File: src/rtl/alu_mc.sv
// Multi-cycle handshaked PLC ALU: single-cycle logic/arith/compare ops plus
// iterative shift-add MUL and restoring DIV/MOD, with valid/ready on both sides.
module alu_mc #(
  parameter int WIDTH  = 8,
  parameter int IWIDTH = 8
) (
  input  logic              clk,
  input  logic              rst_n,
  input  logic              in_valid,
  output logic              in_ready,
  input  logic [IWIDTH-1:0] op_code,
  input  logic [WIDTH-1:0]  in_a,
  input  logic [WIDTH-1:0]  in_b,
  input  logic              c_in,
  input  logic              b_in,
  output logic              out_valid,
  input  logic              out_ready,
  output logic [WIDTH-1:0]  result,
  output logic              c_out,
  output logic              b_out,
  output logic              flag_valid,
  output logic              div_err,
  output logic              busy
);

  localparam int CNT_W = $clog2(WIDTH + 1);

  // Opcode map shared with the operand-select stage; anything else passes in_a.
  localparam logic [IWIDTH-1:0] OP_LD   = IWIDTH'('h00);
  localparam logic [IWIDTH-1:0] OP_LDN  = IWIDTH'('h01);
  localparam logic [IWIDTH-1:0] OP_ST   = IWIDTH'('h02);
  localparam logic [IWIDTH-1:0] OP_STN  = IWIDTH'('h03);
  localparam logic [IWIDTH-1:0] OP_S    = IWIDTH'('h04);
  localparam logic [IWIDTH-1:0] OP_R    = IWIDTH'('h05);
  localparam logic [IWIDTH-1:0] OP_AND  = IWIDTH'('h06);
  localparam logic [IWIDTH-1:0] OP_ANDN = IWIDTH'('h07);
  localparam logic [IWIDTH-1:0] OP_OR   = IWIDTH'('h08);
  localparam logic [IWIDTH-1:0] OP_ORN  = IWIDTH'('h09);
  localparam logic [IWIDTH-1:0] OP_XOR  = IWIDTH'('h0A);
  localparam logic [IWIDTH-1:0] OP_XORN = IWIDTH'('h0B);
  localparam logic [IWIDTH-1:0] OP_NOT  = IWIDTH'('h0C);
  localparam logic [IWIDTH-1:0] OP_ADD  = IWIDTH'('h0D);
  localparam logic [IWIDTH-1:0] OP_SUB  = IWIDTH'('h0E);
  localparam logic [IWIDTH-1:0] OP_MUL  = IWIDTH'('h0F);
  localparam logic [IWIDTH-1:0] OP_DIV  = IWIDTH'('h10);
  localparam logic [IWIDTH-1:0] OP_MOD  = IWIDTH'('h11);
  localparam logic [IWIDTH-1:0] OP_GT   = IWIDTH'('h12);
  localparam logic [IWIDTH-1:0] OP_GE   = IWIDTH'('h13);
  localparam logic [IWIDTH-1:0] OP_EQ   = IWIDTH'('h14);
  localparam logic [IWIDTH-1:0] OP_NE   = IWIDTH'('h15);
  localparam logic [IWIDTH-1:0] OP_LE   = IWIDTH'('h16);
  localparam logic [IWIDTH-1:0] OP_LT   = IWIDTH'('h17);

  typedef enum logic [1:0] {S_IDLE, S_MUL, S_DIV, S_DONE} state_t;

  state_t             r_state, w_next;
  logic [CNT_W-1:0]   r_cnt;
  logic [WIDTH-1:0]   r_a;       // multiplicand or divisor
  logic [WIDTH-1:0]   r_hi;      // product high half or partial remainder
  logic [WIDTH-1:0]   r_lo;      // multiplier -> product low half, or dividend -> quotient
  logic               r_is_mul;
  logic               r_is_mod;

  logic               r_out_valid;
  logic [WIDTH-1:0]   r_result;
  logic               r_c_out, r_b_out, r_flag_valid, r_div_err;

  logic               w_accept, w_is_div, w_b_zero, w_a_zero, w_iter;
  logic [WIDTH:0]     w_sum, w_diff, w_mul_sum, w_div_shift;
  logic [WIDTH-1:0]   w_div_diff;
  logic               w_div_ge;
  logic [WIDTH-1:0]   w_res;
  logic               w_c, w_b, w_fv, w_derr;

  assign in_ready   = (r_state == S_IDLE) & (~r_out_valid | out_ready);
  assign w_accept   = in_valid & in_ready;
  assign w_is_div   = (op_code == OP_DIV) | (op_code == OP_MOD);
  assign w_b_zero   = (in_b == '0);
  assign w_a_zero   = (in_a == '0);
  assign w_iter     = (op_code == OP_MUL) | (w_is_div & ~w_b_zero);

  assign w_sum      = {1'b0, in_a} + {1'b0, in_b} + (WIDTH+1)'(c_in);
  assign w_diff     = {1'b0, in_a} - {1'b0, in_b} - (WIDTH+1)'(b_in);

  assign w_mul_sum   = {1'b0, r_hi} + (r_lo[0] ? {1'b0, r_a} : '0);
  assign w_div_shift = {r_hi, r_lo[WIDTH-1]};
  assign w_div_ge    = (w_div_shift >= {1'b0, r_a});
  // Only used when the trial subtract succeeds, so the result always fits WIDTH bits.
  assign w_div_diff  = w_div_shift[WIDTH-1:0] - r_a;

  assign busy       = (r_state == S_MUL) | (r_state == S_DIV);
  assign out_valid  = r_out_valid;
  assign result     = r_result;
  assign c_out      = r_c_out;
  assign b_out      = r_b_out;
  assign flag_valid = r_flag_valid;
  assign div_err    = r_div_err;

  // Single-cycle result path; MUL and non-zero DIV/MOD are finished by the FSM.
  always_comb begin
    // NOTE: every output of a combinational block gets a default first, so no path can infer a latch.
    w_res  = in_a;
    w_c    = 1'b0;
    w_b    = 1'b0;
    w_fv   = 1'b0;
    w_derr = 1'b0;
    case (op_code)
      OP_LD, OP_ST:   w_res = in_a;
      OP_LDN, OP_STN: w_res = ~in_a;
      OP_S:           w_res = '1;
      OP_R:           w_res = '0;
      OP_AND:         w_res = in_a & in_b;
      OP_ANDN:        w_res = in_a & ~in_b;
      OP_OR:          w_res = in_a | in_b;
      OP_ORN:         w_res = in_a | ~in_b;
      OP_XOR:         w_res = in_a ^ in_b;
      OP_XORN:        w_res = in_a ^ ~in_b;
      OP_NOT: begin
        w_res = WIDTH'(w_a_zero);
        w_b   = w_a_zero;
      end
      OP_ADD: begin
        w_res = w_sum[WIDTH-1:0];
        w_c   = w_sum[WIDTH];
        w_fv  = 1'b1;
      end
      OP_SUB: begin
        w_res = w_diff[WIDTH-1:0];
        w_b   = w_diff[WIDTH];
        w_fv  = 1'b1;
      end
      OP_DIV: begin
        w_res  = '1;
        w_derr = 1'b1;
      end
      OP_MOD: begin
        w_res  = in_a;
        w_derr = 1'b1;
      end
      OP_GT:          w_res = {WIDTH{in_a >  in_b}};
      OP_GE:          w_res = {WIDTH{in_a >= in_b}};
      OP_EQ:          w_res = {WIDTH{in_a == in_b}};
      OP_NE:          w_res = {WIDTH{in_a != in_b}};
      OP_LE:          w_res = {WIDTH{in_a <= in_b}};
      OP_LT:          w_res = {WIDTH{in_a <  in_b}};
      default:        w_res = in_a;
    endcase
  end

  always_ff @(posedge clk or negedge rst_n) begin
    if (!rst_n) r_state <= S_IDLE;
    // NOTE: sequential state uses non-blocking assignments so all registers update from pre-edge values.
    else        r_state <= w_next;
  end

  always_comb begin
    w_next = r_state;
    case (r_state)
      S_IDLE: if (w_accept && w_iter) w_next = (op_code == OP_MUL) ? S_MUL : S_DIV;
      S_MUL,
      S_DIV:  if (r_cnt == CNT_W'(1)) w_next = S_DONE;
      S_DONE: w_next = S_IDLE;
      default: w_next = S_IDLE;
    endcase
  end

  // Iteration datapath: one multiplier/quotient bit per cycle.
  always_ff @(posedge clk or negedge rst_n) begin
    // NOTE: every register, including the shift/counter datapath, is cleared by reset so an aborted op leaves no residue.
    if (!rst_n) begin
      r_cnt    <= '0;
      r_a      <= '0;
      r_hi     <= '0;
      r_lo     <= '0;
      r_is_mul <= 1'b0;
      r_is_mod <= 1'b0;
    end else if (r_state == S_IDLE) begin
      if (w_accept && w_iter) begin
        r_cnt    <= CNT_W'(WIDTH);
        r_hi     <= '0;
        r_is_mul <= (op_code == OP_MUL);
        r_is_mod <= (op_code == OP_MOD);
        if (op_code == OP_MUL) begin
          r_a  <= in_a;
          r_lo <= in_b;
        end else begin
          r_a  <= in_b;
          r_lo <= in_a;
        end
      end
    end else if (r_state == S_MUL) begin
      r_cnt <= r_cnt - CNT_W'(1);
      r_hi  <= w_mul_sum[WIDTH:1];
      r_lo  <= {w_mul_sum[0], r_lo[WIDTH-1:1]};
    end else if (r_state == S_DIV) begin
      r_cnt <= r_cnt - CNT_W'(1);
      r_hi  <= w_div_ge ? w_div_diff : w_div_shift[WIDTH-1:0];
      r_lo  <= {r_lo[WIDTH-2:0], w_div_ge};
    end
  end

  // Result registers hold until consumed; a same-edge single-cycle accept reloads them.
  always_ff @(posedge clk or negedge rst_n) begin
    if (!rst_n) begin
      r_out_valid  <= 1'b0;
      r_result     <= '0;
      r_c_out      <= 1'b0;
      r_b_out      <= 1'b0;
      r_flag_valid <= 1'b0;
      r_div_err    <= 1'b0;
    end else if (w_accept && !w_iter) begin
      r_out_valid  <= 1'b1;
      r_result     <= w_res;
      r_c_out      <= w_c;
      r_b_out      <= w_b;
      r_flag_valid <= w_fv;
      r_div_err    <= w_derr;
    end else if (r_state == S_DONE) begin
      r_out_valid  <= 1'b1;
      r_result     <= (r_is_mod && !r_is_mul) ? r_hi : r_lo;
      r_c_out      <= r_is_mul & (|r_hi);
      r_b_out      <= 1'b0;
      r_flag_valid <= r_is_mul;
      r_div_err    <= 1'b0;
    end else if (r_out_valid && out_ready) begin
      r_out_valid  <= 1'b0;
    end
  end

endmodule

File: config.mk
export PLATFORM = sky130hd
export DESIGN_NAME = alu_mc
export DESIGN_NICKNAME = d
export VERILOG_FILES = /design/src/rtl/alu_mc.sv
export SDC_FILE = /design/constraint.sdc
export NUM_CORES = 1
export LEC_CHECK = 0
export ABC_CLOCK_PERIOD_IN_PS = 2750
export CAP_MARGIN = 30
export CORE_MARGIN = 2
export CORE_UTILIZATION = 61
export CTS_BUF_LIST = sky130_fd_sc_hd__clkbuf_8
export DETAILED_ROUTE_END_ITERATION = 16
export PLACE_DENSITY = 0.8
export SYNTH_ARGS = -nofsm -noshare
export SYNTH_HDL_FRONTEND = slang
export SYNTH_SLANG_ARGS = --single-unit
File: constraint.sdc
create_clock -name clk -period 2.75 [get_ports clk]
set_input_delay 0.4125 -clock clk [delete_from_list [all_inputs] [get_ports clk]]
set_output_delay 0.4125 -clock clk [all_outputs]
set_load 0.05 [all_outputs]
==> flow_summary.ini <==
[synth]
synth_compound_area_share_pct = 24.8
synth.distinct_cells = 66
synth_seq_cells = 45
muxShareOfSynthArea_pct = 5.90
postSynthCellCount = 627
ys_seq_area_share_pct = 22.7
netlist_area_um2 = 4960
synth_edf_count = 0
synth_top_family_by_area = compound AO/OA/AOI/OAI gates
yosysWarningCount = 0
synth-simple-area-share_pct = 19.5
synth_xor_area_share_pct = 5.83
avgSynthCellArea_um2 = 7.91
synth_nets = 714
synthFlopType = dfrtp_1
synthArstFlopShare_pct = 100
synthAdderAreaFrac_pct = 15.3

[min_path]
hold_path.class = input pin to async pin

[detailed_routing]
routed_via_density = 6.35
drt_wl_total_mm = 16.5
drtIter0Drc = 379
drc_errors = 0
postRouteAntennaNets = 0
dr.pass1.iters = 5
vias = 5424
wl_per_cell_um = 19.3

[clocking]
cts_tree = built
cts.sinks = 45
holdBufCountCts = 0
cts-buffers-inserted = 5
clock_latency_ns = 0.31
clkTransAtPathRegs_ns = 0.09
cts_buffer_depth = 2
cts_root_buf = clkbuf_8
htree_levels = 2

[pwr]
vdd_drop_max_mv = 0.398
pwr_density_cell_nw_per_um2 = 810
total_power_mw = 5.25
power_leakage_nw = 2.86

[finish]
fillers = 498
antenna_cells = 0
stdcell_area_um2 = 6480
final_util_pct = 83.1
area_growth_pct = 30.7
fin_nets = 838
final_cells = 854
drive_gt1_share_pct = 20.3

[setup_path]
critPathLaunch = in_a[2]
critical_path_arrival_ns = 2.91
crit_path_end_kind = flip-flop
r2r_end = r_hi[0]$_DFFE_PN0P_
endpoint = result[2]$_DFFE_PN0P_
critPathLaunchType = input pin
path_max_fanout = 5
ff2ff_setup_slack_ns = 0.18
r2r_cells = 9
worstSetupPathType = input pin to flip-flop
worstReg2RegStart = r_a[1]$_DFFE_PN0P_
required_ns = 2.94

[grt]
antenna_found_initial = 0
first_global_vias = 5292
grt_pass1_wl_mm = 25.6
track_usage_pct = 36.6
grt_max_degree = 25
globalRoute.totalOverflow = 0

[timing]
hold_slack_ns = 0.0786
drv_slew = 0
skew_ns = 0.00731
max_freq_mhz = 367
relSlewSlack_pct = 58.7
fin_crit_sh_pct = 99.1
setup_slack_ns = 0.0258
hold_viol = 0
tns_ns = 0
final.min_clock_period_ns = 2.72
finalSetupViolCount = 0
worstMarginPinSlew_ns = 0.619

[floorplanning]
ios = 45
start_util_pct = 63.5
die_height_um = 94.2
core_area_um2 = 7810
die-area_um2 = 8870
die_w_um = 94.2
row_count = 32

[flow_run]
max_cap_violations = 0

[place]
port_buffers = 44
placed_cell_area_um2 = 6160
finalWeightedCongestion = 0.948
dp_cells = 844
dp_slack_ns = -0.537
hpwl_mm = 12.6

[status]
status = finished clean
cells by family after synthesis:
kind of cell | after synthesis
AO/OA/AOI/OAI | 197
AND/OR/NAND/NOR | 190
buffers and inverters | 76
adder cells (fa/ha/maj) | 57
flip-flops | 45
XOR/XNOR | 33
multiplexers | 29
cell usage in the layout (no fill, tap or decap), types with 8 or more instances in the layout:
cell type and count:
a21o_1 8, a21oi_1 38, a22oi_1 8, and2_1 11, buf_4 98, clkdlybuf4s50_1 37
dfrtp_1 45, ha_1 46, inv_1 45, mux2i_1 27, nand2_1 64, nand3_1 8
nor2_1 37, nor2b_1 10, nor3_1 8, o21ai_0 62, o22ai_1 12, xnor2_1 16
xor2_1 17
worst max-delay path, stage by stage:
cell and delay, ns:
clkdlybuf4s50_1 0.50, inv_1 0.09, ha_4 0.28, nand4_1 0.19, or2_4 0.32, nor2_1 0.10
o22ai_1 0.12, a211o_4 0.41, buf_4 0.17, a221oi_2 0.20, o22ai_1 0.10
power breakdown:
group	leakage [nW]	total, mW	switching, mW	internal [mW]
clock	0.0543	0.527	0.254	0.272
sequential	0.562	1.22	0.287	0.935
combinational	2.24	3.51	2.04	1.47
total	2.86	5.25	2.58	2.68
sequential cells by signal, indices dropped and copies added (netlist names):
name / flops
b_out: 1
c_out: 1
div_err: 1
flag_valid: 1
out_valid: 1
r_a: 8
r_cnt: 4
r_hi: 8
r_is_mod: 1
r_is_mul: 1
r_lo: 8
r_state: 2
result: 8
metal layers:
metal / wire (um) / vias to the layer above / GRT usage, %
met4: 649 / 0 / 15.5
met2: 8340 / 253 / 65.0
li1: - / 2515 / -
met1: 6650 / 2599 / 45.1
met5: 0 / - / 0
met3: 839 / 57 / 3.37
what timing repair did:
item / 4_1_cts / 5_1_grt
pin swaps: 4 / 21
setup buffers: 0 / 2
cloned: 0 / 0
endpoints found under the setup margin: 9 / 16
resized for setup: 14 / 33
cell usage after synthesis (5+ instances only):
cell type,number,share of area [%]
nand2_1,64,4.8
a211oi_1,9,1.4
nand4_1,7,0.88
o21ai_0,66,6.7
ha_1,51,13
a22oi_1,8,1.2
xnor2_1,16,2.8
o22ai_1,12,1.5
a21oi_1,44,4.4
nand2b_1,6,0.76
a21o_1,8,1.2
fa_1,6,2.4
clkbuf_1,20,1.5
nor3_1,8,0.81
mux2i_1,27,5.4
dfrtp_1,45,23
buf_2,5,0.50
nand3b_1,5,0.76
nor2_1,37,2.8
nor4_1,7,0.88
nor2b_1,11,1.4
inv_1,48,3.6
xor2_1,17,3.0
and2_1,11,1.4
a221oi_1,6,1.1
nand3_1,9,0.91
worst min path at each step:
| stage | start | end | cells after the start | slack (ns) |
|---|---|---|---|---|
| after floorplan | rst_n | b_out$_DFFE_PN0P_ | 0 | 0.12 |
| final | rst_n | r_hi[2]$_DFFE_PN0P_ | 1 | 0.08 |
| after CTS | rst_n | r_hi[2]$_DFFE_PN0P_ | 1 | 0.09 |
| after detailed placement | rst_n | r_hi[1]$_DFFE_PN0P_ | 1 | 0.42 |
| after global routing | rst_n | r_hi[1]$_DFFE_PN0P_ | 1 | 0.12 |
| after global placement | r_is_mod$_DFFE_PN0P_ | r_is_mod$_DFFE_PN0P_ | 2 | 0.46 |
area by class of cell:
type	instances	area (um^2)	share of cell area [%]
clock inverter	3	46.3	0.714
timing repair buffer	145	1220	18.9
tap	102	128	1.97
inverter	48	180	2.78
clock buffer	5	68.8	1.06
multi-input combinational	506	3710	57.2
sequential	45	1130	17.4
Note: power is estimated with default switching activity, not from simulation.
